File: config.mk
export PLATFORM = sky130hd
export DESIGN_NAME = iomem_arbiter
export DESIGN_NICKNAME = d
export VERILOG_FILES = /design/src/rtl/iomem_arb_pkg.sv /design/src/rtl/iomem_rr_pick.sv /design/src/rtl/iomem_arbiter.sv
export SDC_FILE = /design/constraint.sdc
export NUM_CORES = 1
export LEC_CHECK = 0
export ABC_AREA = 0
export BUFFER_PORTS_ARGS = -buffer_cell sky130_fd_sc_hd__clkbuf_2
export CAP_MARGIN = 20
export CORE_ASPECT_RATIO = 1.4
export CORE_UTILIZATION = 25
export CTS_CLUSTER_DIAMETER = 150
export DETAILED_ROUTE_END_ITERATION = 8
export HOLD_SLACK_MARGIN = 0.15
export PLACE_DENSITY = 0.59
export REMOVE_ABC_BUFFERS = 1
export SETUP_SLACK_MARGIN = 0.05
export SLEW_MARGIN = 30
export SYNTH_ARGS = -nofsm -noshare
export SYNTH_HDL_FRONTEND = slang
export SYNTH_SLANG_ARGS = --single-unit
File: constraint.sdc
create_clock -name CLK -period 1.9 [get_ports CLK]
set_input_delay 0.095 -clock CLK [delete_from_list [all_inputs] [get_ports CLK]]
set_output_delay 0.095 -clock CLK [all_outputs]
set_load 0.02 [all_outputs]
File: src/rtl/iomem_arb_pkg.sv
// Shared types and constants for the two-master iomem arbiter.
// State encoding, default error read data and master index width.
package iomem_arb_pkg;

  typedef enum logic [1:0] {
    ARB_IDLE = 2'd0,
    ARB_BUSY = 2'd1,
    ARB_DONE = 2'd2
  } arb_state_e;

  localparam logic [31:0] ERR_RDATA_DEF = 32'hFFFF_FFFF;
  localparam int          MIDX_W        = 1;

endpackage

File: src/rtl/iomem_rr_pick.sv
// Two-way round-robin selector: on a tie the master
// not granted last wins.
module iomem_rr_pick
  import iomem_arb_pkg::*;
(
  input  logic [1:0]        req,
  input  logic              last,
  output logic              gnt_valid,
  output logic [MIDX_W-1:0] gnt_idx
);

  always_comb begin
    gnt_valid = |req;
    gnt_idx   = '0;
    unique case (1'b1)
      (req == 2'b11): gnt_idx = MIDX_W'(~last);
      (req == 2'b10): gnt_idx = MIDX_W'(1'b1);
      default:        gnt_idx = '0;
    endcase
  end

endmodule

File: src/rtl/iomem_arbiter.sv
// Round-robin arbiter sharing the iomem bus between two masters.
// Define IOMEM_ARB_TIMEOUT_EN to add the busy-state watchdog.
module iomem_arbiter
  import iomem_arb_pkg::*;
#(
  parameter int          TIMEOUT_CYCLES = 256,
  parameter logic [31:0] ERR_RDATA      = ERR_RDATA_DEF
) (
  input  logic        CLK,
  input  logic        resetn,
  input  logic        m0_valid,
  input  logic [3:0]  m0_wstrb,
  input  logic [31:0] m0_addr,
  input  logic [31:0] m0_wdata,
  output logic        m0_ready,
  output logic [31:0] m0_rdata,
  input  logic        m1_valid,
  input  logic [3:0]  m1_wstrb,
  input  logic [31:0] m1_addr,
  input  logic [31:0] m1_wdata,
  output logic        m1_ready,
  output logic [31:0] m1_rdata,
  output logic        s_valid,
  output logic [3:0]  s_wstrb,
  output logic [31:0] s_addr,
  output logic [31:0] s_wdata,
  input  logic        s_ready,
  input  logic [31:0] s_rdata,
  input  logic        err_clr,
  output logic        timeout_err
);

  arb_state_e        state_q;
  arb_state_e        state_d;
  logic              last_q;
  logic [MIDX_W-1:0] grant_q;
  logic              gnt_valid;
  logic [MIDX_W-1:0] gnt_idx;
  logic              load;
  logic              fin;
  logic              tmo;
  logic [31:0]       rsp;

  iomem_rr_pick u_pick (
    .req       ({m1_valid, m0_valid}),
    .last      (last_q),
    .gnt_valid (gnt_valid),
    .gnt_idx   (gnt_idx)
  );

  always_ff @(posedge CLK or negedge resetn) begin
    if (!resetn) state_q <= ARB_IDLE;
    else         state_q <= state_d;
  end

  always_comb begin
    state_d = state_q;
    load    = 1'b0;
    fin     = 1'b0;
    unique case (state_q)
      ARB_IDLE: begin
        if (gnt_valid) begin
          load    = 1'b1;
          state_d = ARB_BUSY;
        end
      end
      ARB_BUSY: begin
        if (s_ready || tmo) begin
          fin     = 1'b1;
          state_d = ARB_DONE;
        end
      end
      ARB_DONE: state_d = ARB_IDLE;
      default:  state_d = ARB_IDLE;
    endcase
  end

  // A real slave answer always beats the watchdog.
  assign rsp = s_ready ? s_rdata : ERR_RDATA;

  always_ff @(posedge CLK or negedge resetn) begin
    if (!resetn) begin
      s_valid  <= 1'b0;
      s_wstrb  <= '0;
      s_addr   <= '0;
      s_wdata  <= '0;
      grant_q  <= '0;
      last_q   <= 1'b1;
      m0_ready <= 1'b0;
      m1_ready <= 1'b0;
      m0_rdata <= '0;
      m1_rdata <= '0;
    end else begin
      m0_ready <= 1'b0;
      m1_ready <= 1'b0;
      m0_rdata <= '0;
      m1_rdata <= '0;
      if (load) begin
        s_valid <= 1'b1;
        grant_q <= gnt_idx;
        if (gnt_idx == MIDX_W'(1'b1)) begin
          s_wstrb <= m1_wstrb;
          s_addr  <= m1_addr;
          s_wdata <= m1_wdata;
        end else begin
          s_wstrb <= m0_wstrb;
          s_addr  <= m0_addr;
          s_wdata <= m0_wdata;
        end
      end
      if (fin) begin
        s_valid <= 1'b0;
        last_q  <= grant_q[0];
        if (grant_q == MIDX_W'(1'b1)) begin
          m1_ready <= 1'b1;
          m1_rdata <= rsp;
        end else begin
          m0_ready <= 1'b1;
          m0_rdata <= rsp;
        end
      end
    end
  end

`ifdef IOMEM_ARB_TIMEOUT_EN
  localparam int CW = $clog2(TIMEOUT_CYCLES);

  logic [CW-1:0] wd_q;

  assign tmo = (state_q == ARB_BUSY) &&
               (wd_q == CW'(TIMEOUT_CYCLES - 1));

  always_ff @(posedge CLK or negedge resetn) begin
    if (!resetn) begin
      wd_q        <= '0;
      timeout_err <= 1'b0;
    end else begin
      if (load) begin
        wd_q <= '0;
      end else if (state_q == ARB_BUSY && !s_ready && !tmo) begin
        wd_q <= wd_q + CW'(1);
      end
      if (fin && !s_ready) timeout_err <= 1'b1;
      else if (err_clr)    timeout_err <= 1'b0;
    end
  end
`else
  logic unused_cfg;

  assign tmo         = 1'b0;
  assign timeout_err = 1'b0;
  assign unused_cfg  = err_clr ^ (TIMEOUT_CYCLES < 2);
`endif

endmodule

=== Word level (Yosys, flattened, before mapping) ===
Index checks and enable logic that the tools add are counted.

* Equality and inequality tests: 5
* Mux-type cells: 22
* Bitwise operators: 1
* Reductions and logical operators: 4

{| class="wikitable"
|+ Operators by type and width
! kind !! count
|-
| $mux W32 || 7
|-
| $mux W1 || 10
|-
| $eq A2 B2 Y1 const B || 2
|-
| $mux W2 || 2
|-
| $mux W4 || 1
|-
| $ne A2 B2 Y1 const B || 2
|-
| $pmux W2 S2 || 1
|-
| $eq A2 B1 Y1 const B || 1
|-
| $logic_not A2 Y1 || 1
|-
| $pmux W1 S2 || 1
|-
| $reduce_and A2 Y1 || 1
|-
| $reduce_bool A2 Y1 || 1
|-
| $reduce_or A2 Y1 || 1
|-
| $not A1 Y1 || 1
|}

* Flip-flop bits (word level): 139
* Input port bits: 174
* Output and inout bits: 136

=== Longest topological paths before layout ===
* Depth in word-level cells: 5
* Depth in mapped cells: 6

=== Hierarchy ===
A second synthesis with hierarchy kept.

* Cells, all modules: 376
* Area, all modules: 5756.8 um^2

{| class="wikitable"
|+ By module, submodules not included
! module !! instances !! cells an instance !! area each (um^2)
|-
| iomem_arbiter || 1 || 374 || 5743.0
|-
| iomem_rr_pick || 1 || 2 || 13.8
|}

=== Least setup slack after synthesis ===
No wires, ideal clock.

* Path kind: register -> register
* Start point: register last_q
* End point: register s_addr[25]
* Arrival: 1.546 ns
* Required time: 1.775 ns
* Setup slack: 0.229 ns
* Cell stages (with the launch flop): 7
* Path buffers: 3
* Period minus slack after synthesis: 1.671 ns
* Path through: dfstp_2 > a21bo_1 > buf_6 > buf_6 > buf_6 > mux2_4 > mux2_4

* Cells in the longest elaborated chain, start to end: 3

{| class="wikitable"
|+ Ends and longest elaborated chain
! element !! line !! text
|-
| from (decl) || iomem_arbiter.sv:35 || <nowiki>logic last_q;</nowiki>
|-
| from (signal assigned) || iomem_arbiter.sv:113 || <nowiki>last_q <= grant_q[0];</nowiki>
|-
| $not A1 Y1 || iomem_rr_pick.sv:16 || <nowiki>(req == 2'b11): gnt_idx = MIDX_W'(~last);</nowiki>
|-
| $pmux W1 S2 || iomem_rr_pick.sv:15 || <nowiki>unique case (1'b1)</nowiki>
|-
| $mux W32 || iomem_arbiter.sv:101 || <nowiki>if (gnt_idx == MIDX_W'(1'b1)) begin</nowiki>
|-
| to (signal assigned) || iomem_arbiter.sv:103 || <nowiki>s_addr <= m1_addr;</nowiki>
|-
| to (signal assigned) || iomem_arbiter.sv:107 || <nowiki>s_addr <= m0_addr;</nowiki>
|-
| to (decl) || iomem_arbiter.sv:25 || <nowiki>output logic [31:0] s_addr,</nowiki>
|}

Every way passes these cells.
A chain may end at the register's enable or synchronous reset.

=== Final worst setup path ===
* Start point: register last_q
* End point: register s_wdata[12]

* Cells in the longest elaborated chain, start to end: 3

{| class="wikitable"
|+ Ends and longest elaborated chain
! element !! line !! text
|-
| $not A1 Y1 || iomem_rr_pick.sv:16 ||
|-
| $pmux W1 S2 || iomem_rr_pick.sv:15 ||
|-
| $mux W32 || iomem_arbiter.sv:101 ||
|-
| to (signal assigned) || iomem_arbiter.sv:104 || <nowiki>s_wdata <= m1_wdata;</nowiki>
|-
| to (signal assigned) || iomem_arbiter.sv:108 || <nowiki>s_wdata <= m0_wdata;</nowiki>
|-
| to (decl) || iomem_arbiter.sv:26 || <nowiki>output logic [31:0] s_wdata,</nowiki>
|}

Every way passes these cells.

==> results.py <==
metrics = {
    "yosys": {
        "syn_avg_cell_area_um2": 14.93,
        "yosysMostFrequentCell": "dfrtp_1",
        "yosys_warnings": 0,
        "synth.cells.most_frequent": "138 x dfrtp_1, 118 x mux2_2, 64 x and3_1",
        "top_cells_by_area_synth": "dfrtp_1 60%, mux2_2 23%, and3_1 7.0%",
        "synth_flop_cell": "dfrtp_1",
        "synth_enable_flop_cells": 0,
        "postSynthCellCount": 383,
        "yosysSeqAreaShare_pct": 60.85,
        "synth_seq_cells": 139,
        "netlist.top_cell.by_area": "dfrtp_1",
        "synth_top_area_share_pct": 60.39,
        "synth_cell_type_count": 19,
        "synth.cell_area_mm2": 0.005718,
        "ys_async_sr_fraction_pct": 100.0,
    },
    "place": {
        "post_dp_cell_area_mm2": 0.007657,
        "portBuffers": 307,
        "dpl.hpwl_um": 10540,
        "place_congestion": 0.7202,
        "placement.setup.worst_slack_ns": 0.1735,
    },
    "routing": {
        "antenna_violating_nets_post_route": 0,
        "detailed_route_wire_length_um": 17190,
        "avgViaCountPerCell": 4.220,
        "drt_pre_antenna_iters": 4,
        "route.detailed.drc": 0,
        "routed-via-count": 4958,
        "drt_iter0_drc": 97,
        "post_drt_wl_per_cell_um": 14.63,
    },
    "die": {
        "die_x_extent_um": 129.8,
        "floorplan.core_area_mm2": 0.02253,
        "design.portCount": 310,
        "initial_utilization_pct": 25.38,
        "floorplan.die_area_mm2": 0.02349,
        "die-height_um": 180.9,
        "core.rowCount": 65,
    },
    "grt": {
        "grt_util_all_layers_pct": 14.76,
        "initial_antenna_violation_count": 0,
        "first_global_vias": 5457,
        "grt_overflow_total": 0,
        "grt_start_max_net_pins": 54,
        "wire_length_of_the_first_global_routing_pass_um": 26390,
    },
    "sta": {
        "fin_ws_ns": 0.1601,
        "finalHoldViolations": 0,
        "clock.fmax_mhz": 574.7,
        "clock_skew_ns": 0.005667,
        "worst-slew-pin-transition_ns": 0.5187,
        "final-setup-viol-count": 0,
        "grt_setup_unrepaired": "no",
        "min_period_ns": 1.740,
        "timing.slew.headroom_pct": 65.42,
        "fin_crit_sh_pct": 91.57,
        "report.final.slew_viol_count": 0,
    },
    "clock_network": {
        "cts-htree-levels": 4,
        "clock-root-buffer": "clkbuf_16",
        "number_of_buffers_on_the_longest_clock_path": 2,
        "cts_buffers": 17,
        "ctsResizeCount": 0,
        "worst_setup_hold_path_clk_slew_ns": 0.06,
        "clock_sinks": 139,
        "clk_latency_ns": 0.41,
        "cts.repair_timing.setup_buffer_count": 0,
        "tritoncts": "done",
    },
    "critical_path": {
        "worstSetupEndpointType": "flop",
        "critical_path.slowest_cell": "dfstp_2",
        "cells_along_the_critical_path": "a21bo_4 -> buf_12 -> mux2_2 -> mux2_2",
        "timing.critical_path.required_ns": 2.19,
        "critical_path.n_buffers_inverters": 1,
        "critical-path-max-stage-delay_ns": 0.54,
        "crit_family": "multiplexers",
        "crit_top_cell": "mux2_2",
        "critical_path.max_fanout": 39,
        "setup.worst_path.start_class": "flop",
        "crit_arrival_ns": 2.03,
        "timing_worst_setup_path_type": "flop to flop",
    },
    "power_and_ir_drop": {
        "clock_network_power_share_pct": 25.8,
        "power-per-cell-area_mw_per_mm2": 1305,
        "power.static_leakage_nw": 5.188,
        "seq_power_share_pct": 33.9,
        "intPower_mw": 8.455,
        "power_switching_mw": 4.549,
        "comb_power_share_pct": 40.3,
        "switching_power_share_of_the_total_pct": 34.98,
        "max-vdd-ir-drop_uv": 607.6,
    },
    "outcome": {
        "status": "completed",
    },
    "cells_and_area": {
        "drive_gt1_share_pct": 55.84,
        "num-nets-final": 1035,
        "final_cell_area_mm2": 0.009962,
        "n_antenna_cell": 0,
        "syn_to_layout_area_delta_pct": 74.22,
        "n_fill_cell": 2039,
    },
    "run": {
        "maxCapViolations": 0,
    },
    "worst_hold_path": {
        "min_path_type": "input pin to async pin",
    },
}
==> area by class of cell <==
class	count	area, µm²	share of cell area, %
tap	301	376.6	3.780
sequential	139	3480	34.93
timing repair buffer	488	3402	34.15
clock inverter	11	142.6	1.432
clock buffer	21	460.4	4.622
inverter	2	7.507	0.07536
multi-input combinational	213	2093	21.01
==> cell families after synthesis <==
group	count (synthesis)	share of synthesized area, %
buffers and inverters	31	2.757
AO/OA/AOI/OAI	2	0.3064
flip-flops	139	60.85
other	1	0.06558
AND/OR/NAND/NOR	73	7.878
multiplexers	137	28.14
==> registers in the layout (all words and copies together) (netlist names) <==
| name | cells |
|---|---|
| m0_ready | 1 |
| m1_rdata | 32 |
| m0_rdata | 32 |
| s_valid | 1 |
| s_addr | 32 |
| last_q | 1 |
| state_q | 2 |
| grant_q | 1 |
| m1_ready | 1 |
| s_wstrb | 4 |
| s_wdata | 32 |
==> cells in the final DEF (no fill, tap or decap) <==
master,count
conb_1,1
nor2_1,5
buf_12,6
bufinv_16,3
clkinv_2,4
clkbuf_16,17
clkbuf_8,2
nand3b_1,1
buf_6,1
clkinv_4,1
dfstp_2,1
mux2i_1,1
dlygate4sd3_1,170
nor3_4,1
mux2_2,118
clkbuf_1,2
nor3b_1,1
dfrtp_1,138
and3_1,64
or2_2,1
a21bo_4,1
clkinvlp_4,2
inv_6,1
o21a_1,1
clkbuf_2,306
buf_4,5
mux2_4,18
inv_1,2
==> path summary, 6_finish.rpt <==
| check | from | end | slack (ns) | depth (start not counted) |
|---|---|---|---|---|
| max | last_q | s_wdata[12] | 0.16 | 4 |
| min | resetn | s_wdata[3] | 0.23 | 2 |
| max reg2reg | last_q | s_wdata[12] | 0.16 | 4 |
| min reg2reg | s_valid | s_valid | 0.49 | 1 |
| max in group asynchronous | resetn | m0_rdata[31] | 1.03 | 3 |
| min in group CLK | m0_valid | grant_q | 0.28 | 4 |
==> routing by layer <==
metal	share of wire (%)	global-route usage (%)	wire, µm	vias to the layer above
li1	-	-	-	2308
met1	37	13.87	6314	2365
met2	52	27.40	8875	246
met3	8.1	5.153	1399	39
met4	3.5	7.674	603	0
met5	0	0	0	-
==> timing repair <==
| action | CTS | global route |
|---|---|---|
| endpoints found under the setup margin | 0 | 0 |
| hold buffers | 170 | 0 |
| hold endpoints to repair | 276 | 0 |
==> worst reg2reg max path, delay by kind of cell, from the launching register on <==
kind,cells,cell delay (ns)
compound gates,1,0.16
buf+inv,1,0.24
flops,1,0.54
mux,2,0.67
==> power groups by stage <==
stage	clock network [mW]	registers, mW	logic, mW
detailed placement	0	4.45	4.98
global placement	0	4.40	4.95
floorplan	0	5.63	1.92
finish	3.36	4.41	5.24
CTS	3.47	4.40	5.27
global route	3.58	4.54	5.60
==> metrics by stage <==
stage	std cells	hold WS [ns]	utilization (%)	power, mW	setup TNS [ns]
finish	1175	0.2332	44.22	13.00	0
detailed placement	973	0.09878	33.99	9.425	0
floorplan	354	-0.2006	-	7.552	-143.35
CTS	1175	0.2225	44.22	13.14	0
global route	1175	0.2683	44.22	13.72	0
global placement	973	0.09860	33.99	9.350	0
Note: power is estimated with default switching activity, not from simulation.
